File: src/rtl/pipe_hazard_ctrl.sv
// pipe_hazard_ctrl
// Central stall/flush controller for the 5-stage 16-bit pipeline. Each cycle
// it decides whether the PC and each pipeline register loads, holds or loads
// a bubble, and it sequences the HALT drain (RUN -> DRAIN -> HALTED).
// Optional performance counters are built only when PIPE_PERF_CNT_EN is
// defined; otherwise stall_cycles/flush_count are tied to zero.
module pipe_hazard_ctrl #(
    parameter int DRAIN_CYCLES = 3
) (
    input  logic        clk,
    input  logic        rst,
    input  logic [2:0]  id_rs_addr,
    input  logic        id_rs_used,
    input  logic [2:0]  id_rt_addr,
    input  logic        id_rt_used,
    input  logic        id_halt,
    input  logic [2:0]  ex_wr_addr,
    input  logic        ex_reg_write,
    input  logic        ex_mem_read,
    input  logic        branch_taken,
    input  logic        imem_stall,
    input  logic        dmem_stall,
    output logic        pc_en,
    output logic        ifid_en,
    output logic        ifid_flush,
    output logic        idex_en,
    output logic        idex_bubble,
    output logic        exmem_en,
    output logic        memwb_en,
    output logic        halted,
    output logic [15:0] stall_cycles,
    output logic [15:0] flush_count
);

    localparam int CNT_W = (DRAIN_CYCLES < 2) ? 1 : $clog2(DRAIN_CYCLES + 1);
    localparam logic [CNT_W-1:0] DRAIN_LOAD = CNT_W'(DRAIN_CYCLES);
    localparam logic [CNT_W-1:0] CNT_ONE    = CNT_W'(1);

    typedef enum logic [1:0] {
        RUN    = 2'd0,
        DRAIN  = 2'd1,
        HALTED = 2'd2
    } state_t;

    state_t           state;
    state_t           state_nxt;
    logic [CNT_W-1:0] drain_cnt;
    logic [CNT_W-1:0] drain_cnt_nxt;
    logic             halted_q;
    logic             luh;

    // A load in EX whose destination feeds the ID instruction needs one bubble.
    assign luh = ex_mem_read & ex_reg_write &
                 ((id_rs_used & (id_rs_addr == ex_wr_addr)) |
                  (id_rt_used & (id_rt_addr == ex_wr_addr)));

    // Next-state and enable decode; everything is forced to 0 while rst is low.
    always_comb begin
        pc_en         = 1'b0;
        ifid_en       = 1'b0;
        ifid_flush    = 1'b0;
        idex_en       = 1'b0;
        idex_bubble   = 1'b0;
        exmem_en      = 1'b0;
        memwb_en      = 1'b0;
        state_nxt     = state;
        drain_cnt_nxt = drain_cnt;
        if (rst) begin
            case (state)
                RUN: begin
                    if (dmem_stall) begin
                        // whole pipeline frozen, defaults already hold it
                    end else if (branch_taken) begin
                        // ID instruction is squashed, so luh/halt/imem are moot
                        pc_en       = 1'b1;
                        ifid_en     = 1'b1;
                        ifid_flush  = 1'b1;
                        idex_en     = 1'b1;
                        idex_bubble = 1'b1;
                        exmem_en    = 1'b1;
                        memwb_en    = 1'b1;
                    end else if (luh) begin
                        idex_en     = 1'b1;
                        idex_bubble = 1'b1;
                        exmem_en    = 1'b1;
                        memwb_en    = 1'b1;
                    end else if (imem_stall) begin
                        ifid_en     = 1'b1;
                        ifid_flush  = 1'b1;
                        idex_en     = 1'b1;
                        exmem_en    = 1'b1;
                        memwb_en    = 1'b1;
                    end else if (id_halt) begin
                        // HALT moves on to EX; nothing younger may follow it
                        ifid_en       = 1'b1;
                        ifid_flush    = 1'b1;
                        idex_en       = 1'b1;
                        exmem_en      = 1'b1;
                        memwb_en      = 1'b1;
                        state_nxt     = DRAIN;
                        drain_cnt_nxt = DRAIN_LOAD;
                    end else begin
                        pc_en    = 1'b1;
                        ifid_en  = 1'b1;
                        idex_en  = 1'b1;
                        exmem_en = 1'b1;
                        memwb_en = 1'b1;
                    end
                end
                DRAIN: begin
                    if (!dmem_stall) begin
                        ifid_en    = 1'b1;
                        ifid_flush = 1'b1;
                        idex_en    = 1'b1;
                        exmem_en   = 1'b1;
                        memwb_en   = 1'b1;
                        if (drain_cnt <= CNT_ONE) begin
                            drain_cnt_nxt = '0;
                            state_nxt     = HALTED;
                        end else begin
                            drain_cnt_nxt = drain_cnt - CNT_ONE;
                        end
                    end
                end
                HALTED: begin
                    // stopped until reset
                end
                default: begin
                    state_nxt     = RUN;
                    drain_cnt_nxt = '0;
                end
            endcase
        end
    end

    // State, drain counter and registered halted flag.
    always_ff @(posedge clk or negedge rst) begin
        if (!rst) begin
            state     <= RUN;
            drain_cnt <= '0;
            halted_q  <= 1'b0;
        end else begin
            state     <= state_nxt;
            drain_cnt <= drain_cnt_nxt;
            halted_q  <= (state_nxt == HALTED);
        end
    end

    assign halted = halted_q;

`ifdef PIPE_PERF_CNT_EN
    logic [15:0] stall_q;
    logic [15:0] flush_q;
    logic        flush_by_branch;

    assign flush_by_branch = (state == RUN) & branch_taken & ifid_flush;

    // Saturating counters of PC-stall cycles and branch-induced flushes.
    always_ff @(posedge clk or negedge rst) begin
        if (!rst) begin
            stall_q <= '0;
            flush_q <= '0;
        end else begin
            if ((state != HALTED) && !pc_en && (stall_q != 16'hFFFF))
                stall_q <= stall_q + 16'd1;
            if (flush_by_branch && (flush_q != 16'hFFFF))
                flush_q <= flush_q + 16'd1;
        end
    end

    assign stall_cycles = stall_q;
    assign flush_count  = flush_q;
`else
    assign stall_cycles = '0;
    assign flush_count  = '0;
`endif

endmodule

File: config.mk
export PLATFORM = sky130hd
export DESIGN_NAME = pipe_hazard_ctrl
export DESIGN_NICKNAME = d
export VERILOG_FILES = /design/src/rtl/pipe_hazard_ctrl.sv
export SDC_FILE = /design/constraint.sdc
export NUM_CORES = 1
export LEC_CHECK = 0
export BUFFER_PORTS_ARGS = -buffer_cell sky130_fd_sc_hd__buf_2
export CORE_MARGIN = 3
export CORE_UTILIZATION = 38
export CTS_CLUSTER_DIAMETER = 120
export DETAILED_ROUTE_END_ITERATION = 16
export PLACE_DENSITY = 0.79
export SLEW_MARGIN = 20
export SYNTH_ARGS = -nofsm -noshare
export SYNTH_HDL_FRONTEND = slang
export SYNTH_SLANG_ARGS = --single-unit
export TNS_END_PERCENT = 10
File: constraint.sdc
create_clock -name clk -period 1.59 [get_ports clk]
set_clock_uncertainty 0.05 [all_clocks]
set_input_delay 0.159 -clock clk [delete_from_list [all_inputs] [get_ports clk]]
set_output_delay 0.159 -clock clk [all_outputs]
set_load 0.03 [all_outputs]
==> results of run 1 <==
==> cell type report <==
cell class | instances | share of cell area [%]
Inverter | 1 | 0.439
Tap cell | 25 | 3.65
Clock buffer | 4 | 3.07
Multi-Input combinational cell | 73 | 53.2
Sequential cell | 5 | 14.6
Timing Repair Buffer | 34 | 25.0
==> Yosys cell counts, drive strengths merged <==
library cell	count
nand3	1
a21oi	5
conb	1
buf	35
nand2	3
o21bai	1
or2b	1
nor3	1
xnor2	6
or3b	2
nor4	2
nor2	3
nand4	2
inv	1
dfrtp	5
o21a	2
and3	1
nand4b	1
o31ai	1
o21ai	1
mux2	1
a21o	2
nand3b	2
nand2b	3
==> power by group through the flow <==
stage | Clock, mW | Combinational (mW) | Sequential [mW]
finish | 0.153 | 0.510 | 0.200
global route | 0.163 | 0.546 | 0.206
floorplan | 0 | 0.415 | 0.209
CTS | 0.157 | 0.489 | 0.198
detailed placement | 0 | 0.449 | 0.201
global placement | 0 | 0.440 | 0.200
==> per-stage QoR <==
step | cell area, sq um | hold slack, ns
after global routing | 856 | -0.366
final | 856 | -0.360
after detailed placement | 768 | -0.102
after floorplan | 836 | -0.187
after CTS | 845 | -0.365
after global placement | 768 | -0.102
==> state kept, by name, summed over array words and instances, names as in the netlist <==
name / flops
drain_cnt: 2
state: 2
halted: 1
==> routing by layer <==
metal / up-vias / share of wire [%]
met1: 265 / 36
met5: - / 0
met2: 30 / 53
met4: 0 / 2.0
met3: 4 / 9.4
li1: 278 / -
==> critical path: stages, from the launching register on <==
cell and delay, ns:
dfrtp_1 0.37, or3b_4 0.42, nor2_4 0.10, o21a_1 0.13, buf_6 0.13
==> kinds of logic after synthesis <==
family | count (synthesis)
buffers and inverters | 36
and+or+nand+nor | 22
AOI/OAI and AO/OA | 12
xor gates and xnor gates | 6
DFF | 5
muxes | 1
other | 1
==> final timing paths <==
path | from | to | slack (ns) | cells after the start
hold reg to reg | drain_cnt[0]$_DFFE_PN0P_ | drain_cnt[0]$_DFFE_PN0P_ | 0.49 | 1
setup reg to reg | state[1]$_DFF_PN0_ | drain_cnt[0]$_DFFE_PN0P_ | 0.06 | 7
min in group clk | dmem_stall | state[1]$_DFF_PN0_ | 0.23 | 3
max in group asynchronous | rst | drain_cnt[1]$_DFFE_PN0P_ | 0.92 | 3
hold / removal | rst | state[1]$_DFF_PN0_ | -0.36 | 1
setup / recovery | state[1]$_DFF_PN0_ | pc_en | -0.02 | 4
==> cell usage in the layout (no fill, tap or decap), drive strengths merged <==
cell	count
nor2	3
o21bai	1
or2b	1
dfrtp	5
or3b	2
o21a	2
nand3	1
nand4	2
and3	1
nand2b	3
mux2	1
a21oi	5
conb	32
o21ai	1
xnor2	6
nor4	2
a21o	2
o31ai	1
nand4b	1
nand3b	2
nor3	1
nand2	3
buf	33
clkbuf	4
dlygate4sd3	1
inv	1
==> timing repair <==
item,4_1_cts,5_1_grt
resized for setup,8,2
hold endpoints to repair,5,1
setup endpoints to repair,7,7
setup buffers,2,0
gates cloned,0,0
pin swaps,1,2
==> out/results.tsv, run 1 <==
metric	value	unit
Setup violations, final	2	
M2 GR Usage	20.5	%
Post-Synth Simple-Gate Area	23.0	%
crit path kind	reg2out	
worst slack, placed	0.0819	ns
CTS root buffer	clkbuf_4	
core region area	1760	sq um
Switching Share	45.6	%
# H-tree levels	1	
hold_buf cts	1	
Hold WS	-0.360	ns
Post-Syn Instances	83	
RSZ-0062 raised after global routing	true	
met3 GRT Util	4.53	%
Mean Syn Cell Area	8.67	sq um
logic gate share of total power	59.1	%
met1 Resource Use GR	12.0	%
grt ovf	0	
Vias	577	
Crit Path Max Fanout	5	
CP Launch Type	flop	
Critical Path AT	1.40	ns
Die X	49.5	um
layout cells sized above 1	41.0	%
largest net degree at the start of global routing	7	
Worst-path clk slew	0.05	ns
Hold Crit Class	in2async	
drt pass-1 iters	4	
final net count	137	
Syn-to-layout area delta	19.0	%
Finished Core Util	48.5	%
Critical Path RT	1.38	ns
Max Fclk	0.620	GHz
part of the power in the clock network	17.7	%
status	complete, but fails checks	
DP HPWL	1.19	mm
post-synthesis sequential area ratio	17.4	%
IO Count	59	
Rows	15	
Netlist cell types	28	
Avg Vias per Cell	4.06	
vias in the first global route	545	
initial antenna violation count	0	
CP endpoint kind	output pin	
max_cap viols	0	
post-synthesis cell type with the largest combined area	buf_4	
Total GRT Usage	11.8	%
RD Place Congestion	0.737	
sequential power share	23.2	%
first-pass GRT wire length	2.26	mm
YS warnings	0	
Post-DRT Antenna Nets	0	
Iter 0 DRT Violations	3	
WL/cell	10.5	um
filler cell count	178	
Total Power	863	uW
CTS tree	yes	
xor/xnor share of the synthesized area	7.30	%
height of the die	49.5	um
starting density of the core	40.8	%
#FFs+latches synth	5	
top cells by area, synth	buf_4 35%, dfrtp_1 17%, xnor2_1 7.3%	
leakage	0.466	nW
final cell count without fillers	142	
failing checks	negative hold slack, negative setup slack	
multiplexer share of the synthesized area	2.09	%
DR DRC count	0	
Hold Fails Final Rpt	1	
largest family of logic cells by synthesized area	buffers and inverters	
DIE AREA	2450	sq um
clock latency on the worst-skew pair	0.25	ns
total wire length	1.49	mm
IO buf count	26	
Slew Limit Fails	0	
number of buffers created by CTS	3	
Pint	469	uW
# diodes	0	
Clock Sinks	5	
busiest grt layer	met2	
post-synth top area share	35.5	%
compound-gate portion of the synthesized area	12.2	%
placed cells	135	
VDD IR max	377	uV
Switch Pwr	394	uW
post-route minimum period	1.61	ns
Seq. cell area	125	sq um
post-synthesis adder-cell area fraction	0	%
pwr/cell area	1010	nW/um^2
PnR worst setup slack	-0.0234	ns
multi-input logic area	455	sq um
setup TNS	-0.0459	ns
period utilization	101	%
Synth Cell Area	719	sq um
CTS max path bufs	2	
Note: power is estimated with default switching activity, not from simulation.
==> inputs of run 2 (changes only) <==
- REMOVE_ABC_BUFFERS: not set -> 1
==> run 2 against run 1 <==
Compared with the run above:
- the flow finishes with violations (negative setup slack)
- first-iteration DRC count down 33%
- sequential share of layout area about the same
- cell area down 0.29%
- non-clock buffer count unchanged
- clock-buffer cell count unchanged
- global-route usage up 0.21 points
- utilization down 0.14 points
- critical path depth unchanged
- fmax up 0.97%
- register-to-register slack about the same
- critical endpoint is now idex_bubble
- largest power group unchanged
==> out/results.tsv, run 2 (synthesis gave the netlist of run 1 again) <==
metric	value	unit
status	complete, but fails checks	
failing checks	negative setup slack	
most frequent cells in the layout	32 x conb_1, 23 x buf_2, 7 x buf_4, 6 x xnor2_1, 5 x dfrtp_1	
layout cells sized above 1	41.0	%
max_cap viols	0	
Die X	49.5	um
vias in the first global route	559	
CTS root buffer	clkbuf_4	
clock latency on the worst-skew pair	0.25	ns
Crit Path Max Fanout	5	
pwr/cell area	1010	nW/um^2
CP Launch Type	flop	
final net count	137	
worst slack, placed	0.0834	ns
Slew Limit Fails	0	
Hold Crit Class	in2reg	
Critical Path AT	1.39	ns
CP max stage cell	or3b_4	
Max Fclk	0.626	GHz
PnR worst setup slack	-0.00794	ns
Top Family by Delay on Critical Path	simple AND/OR/NAND/NOR gates	
slowest stage delay, CP	0.41	ns
IO buf count	26	
initial antenna violation count	0	
Rows	15	
post-route cell area	853	sq um
Iter 0 DRT Violations	2	
leakage	0.467	nW
commonest non-fill, non-tap cell in the layout	conb_1	
Critical Path RT	1.38	ns
Post-DRT Antenna Nets	0	
placed instance area	768	sq um
Setup violations, final	2	
CTS max path bufs	2	
Vias	595	
first-pass GRT wire length	2.22	mm
# diodes	0	
grt ovf	0	
RD Place Congestion	0.669	
VDD IR max	404	uV
# H-tree levels	1	
IO Count	59	
CP endpoint kind	output pin	
Syn-to-layout area delta	18.6	%
CP Cell Sequence	or3b_4 > nor2_4 > o21a_1 > buf_6	
number of buffers created by CTS	3	
Worst-path clk slew	0.05	ns
largest net degree at the start of global routing	6	
RSZ-0062 raised after global routing	true	
Hold Fails Final Rpt	0	
Clock Sinks	5	
Avg Vias per Cell	4.19	
total wire length	1.35	mm
CTS tree	yes	
drt pass-1 iters	4	
DP HPWL	1.17	mm
starting density of the core	40.8	%
DIE AREA	2450	sq um
post-route minimum period	1.60	ns
DR DRC count	0	
period utilization	100	%
Buffers & Inverters on Critical Path	1	
core region area	1760	sq um
crit path kind	reg2out	
Total GRT Usage	12.0	%
height of the die	49.5	um
WL/cell	9.51	um
-- run 2: per-stage QoR --
step                power (mW)  cells  hold WS, ns  TNS, ns  util (%)
floorplan                0.529     79       -0.187  -0.0915         -
global placement         0.635    135       0.0397        0      43.5
detailed placement       0.651    135       0.0451        0      43.5
CTS                      0.845    142        0.228  -0.0538      47.6
global route             0.918    142        0.246   -0.254      48.4
finish                   0.861    142        0.231  -0.0143      48.4
-- run 2: cell type report --
class | instances | area (sq um)
fill | 186 | 911
multi-input combinational | 73 | 455
timing repair buffer | 34 | 211
sequential | 5 | 125
tap | 25 | 31.3
clock buffer | 4 | 26.3
inverter | 1 | 3.75
-- run 2: metal layers --
layer | vias up | global-route usage, % | wire (um)
met5 | - | 0 | 0
met2 | 37 | 20.3 | 700
met1 | 273 | 12.4 | 464
li1 | 281 | - | -
met3 | 4 | 6.65 | 174
met4 | 0 | 4.15 | 12
-- run 2: power breakdown --
group	switching (mW)	internal, mW	total, mW
sequential	0.0377	0.168	0.206
combinational	0.296	0.204	0.500
clock	0.0588	0.0953	0.154
total	0.393	0.468	0.861
-- run 2: timing repair --
item / 4_1_cts / 5_1_grt
pin swaps: 1 / 1
setup endpoints to repair: 7 / 6
hold buffers: 1 / 0
resized for setup: 6 / 4
buffers inserted: 2 / 0
endpoints found under the hold margin: 5 / 0
-- run 2: final timing paths --
kind,endpoint,depth (start not counted),from,slack [ns]
min in group asynchronous,halted$_DFF_PN0_,3,rst,0.39
worst max-delay path,idex_bubble,4,state[1]$_DFF_PN0_,-0.008
worst min-delay path,state[1]$_DFF_PN0_,3,dmem_stall,0.23
worst min register to register,drain_cnt[0]$_DFFE_PN0P_,1,drain_cnt[0]$_DFFE_PN0P_,0.49
max in group asynchronous,state[0]$_DFF_PN0_,3,rst,0.91
worst max register to register,drain_cnt[0]$_DFFE_PN0P_,7,state[1]$_DFF_PN0_,0.06
-- run 2: worst min-delay path: stages --
cell and delay, ns:
buf_2 0.11, nor4_1 0.06, a21o_1 0.15
==> inputs of run 3 (changes only) <==
- ABC_AREA: not set -> 0
- SETUP_SLACK_MARGIN: not set -> 0.1
- clock period: 1.59 -> 1.8 ns (I/O delays scaled with it)
==> run 3 against run 2 <==
Compared with the run above:
- the flow now finishes without violations
- die area stayed put
- global-route usage is 2.4 points lower
- first-iteration DRC count grew to 4.0 times the previous value
- wire length is 7.8% lower
- cell count is 3.5% lower
- sequential power is 3% lower
- largest cell class unchanged
==> out/results.tsv, run 3 (synthesis gave the netlist of run 1 again) <==
metric	value	unit
VDD IR max	395	uV
PnR worst setup slack	0.133	ns
largest net degree at the start of global routing	9	
CTS root buffer	clkbuf_4	
CP endpoint kind	output pin	
layout cells sized above 1	38.4	%
Vias	564	
Critical Path RT	1.57	ns
Total GRT Usage	9.54	%
CP Cell Sequence	or3b_4 > nor2_4 > o21a_1 > buf_6	
Clock Sinks	5	
commonest non-fill, non-tap cell in the layout	conb_1	
CP Launch Type	flop	
period utilization	92.6	%
height of the die	49.5	um
total wire length	1.25	mm
placed instance area	738	sq um
RSZ-0062 raised after global routing	true	
number of buffers created by CTS	3	
# diodes	0	
first-pass GRT wire length	1.85	mm
worst slack, placed	0.166	ns
Die X	49.5	um
final cell count without fillers	137	
DR DRC count	0	
Hold WS	0.254	ns
Post-DRT Antenna Nets	0	
Hold Crit Class	in2reg	
# H-tree levels	1	
setup TNS	0	ns
Crit Path Max Fanout	5	
slowest stage delay, CP	0.42	ns
pwr/cell area	871	nW/um^2
placed cells	131	
post-route minimum period	1.67	ns
max_cap viols	0	
Slew Limit Fails	0	
FF-to-FF setup slack	0.24	ns
Total Power	703	uW
core region area	1760	sq um
Hold Fails Final Rpt	0	
Critical Path AT	1.44	ns
CTS max path bufs	2	
Rows	15	
leakage	0.437	nW
RR Startpoint	state[0]$_DFF_PN0_	
post-route cell area	807	sq um
Finished Core Util	45.7	%
WL/cell	9.09	um
starting density of the core	40.8	%
hold_sp	dmem_stall	
initial antenna violation count	0	
DIE AREA	2450	sq um
DP HPWL	1.09	mm
Iter 0 DRT Violations	8	
RD Place Congestion	0.633	
crit path kind	reg2out	
IO buf count	26	
Syn-to-layout area delta	12.2	%
vias in the first global route	504	
Worst R2R Path Depth	5	
drt pass-1 iters	3	
Avg Vias per Cell	4.12	
Setup violations, final	0	
grt ovf	0	
CTS tree	yes	
Worst-path clk slew	0.05	ns
WHS Endpoint	state[1]$_DFF_PN0_	
hold path depth	3	
RR Endpoint	drain_cnt[0]$_DFFE_PN0P_	
most frequent cells in the layout	32 x conb_1, 24 x buf_2, 6 x xnor2_1, 4 x dfrtp_1	
clock latency on the worst-skew pair	0.24	ns
IO Count	59	
status	completed	
CP max stage cell	or3b_4	
final net count	132	
Max Fclk	0.600	GHz
[run 3: changes by cell type in the layout (fill, tap and decap cells not counted)]
cell	delta
a21oi_2	-1
a21oi_4	+1
buf_2	+1
buf_4	-4
buf_6	-2
dfrtp_1	-1
dfrtp_2	+1
nand2b_1	+1
nand2b_4	-1
[run 3: worst max path at each step]
stage | startpoint | end | slack, ns
CTS | state[1]$_DFF_PN0_ | idex_bubble | 0.12
global route | state[1]$_DFF_PN0_ | idex_bubble | 0.08
detailed placement | state[1]$_DFF_PN0_ | idex_bubble | 0.17
finish | state[1]$_DFF_PN0_ | idex_bubble | 0.13
floorplan | state[1]$_DFF_PN0_ | exmem_en | 0.16
global placement | state[1]$_DFF_PN0_ | idex_bubble | 0.22
[run 3: worst max-delay path: cells and delay by family, from the launching register on]
family                 cells  cell delay (ns)
DFF                        1             0.40
AOI/OAI and AO/OA          1             0.15
and+or+nand+nor            2             0.52
buffers and inverters      1             0.13
[run 3: routing by layer]
metal	up-vias	part of all wire [%]	GRT usage [%]
li1	270	-	-
met1	259	36	9.74
met2	35	51	17.6
met3	0	13	3.02
met4	0	0	4.15
met5	-	0	0
[run 3: timing repair]
action / CTS / global route
buffers inserted: 1 / 0
pin swaps: 1 / 0
endpoints found under the setup margin: 4 / 3
resized for setup: 6 / 1
cloned: 0 / 0
hold buffers: 1 / 0
hold endpoints to repair: 5 / 0
[run 3: cell type report]
cell class / instances / area [sq um]
Timing Repair Buffer: 29 / 164
Multi-Input combinational cell: 73 / 455
Clock buffer: 4 / 26.3
Sequential cell: 5 / 126
Fill cell: 193 / 957
Tap cell: 25 / 31.3
Inverter: 1 / 3.75
[run 3: where the power goes]
group | leakage [nW] | total [mW] | internal, mW | switching, mW
combinational | 0.364 | 0.375 | 0.141 | 0.233
sequential | 0.0581 | 0.199 | 0.149 | 0.0493
clock | 0.0150 | 0.129 | 0.0838 | 0.0456
total | 0.437 | 0.703 | 0.375 | 0.328
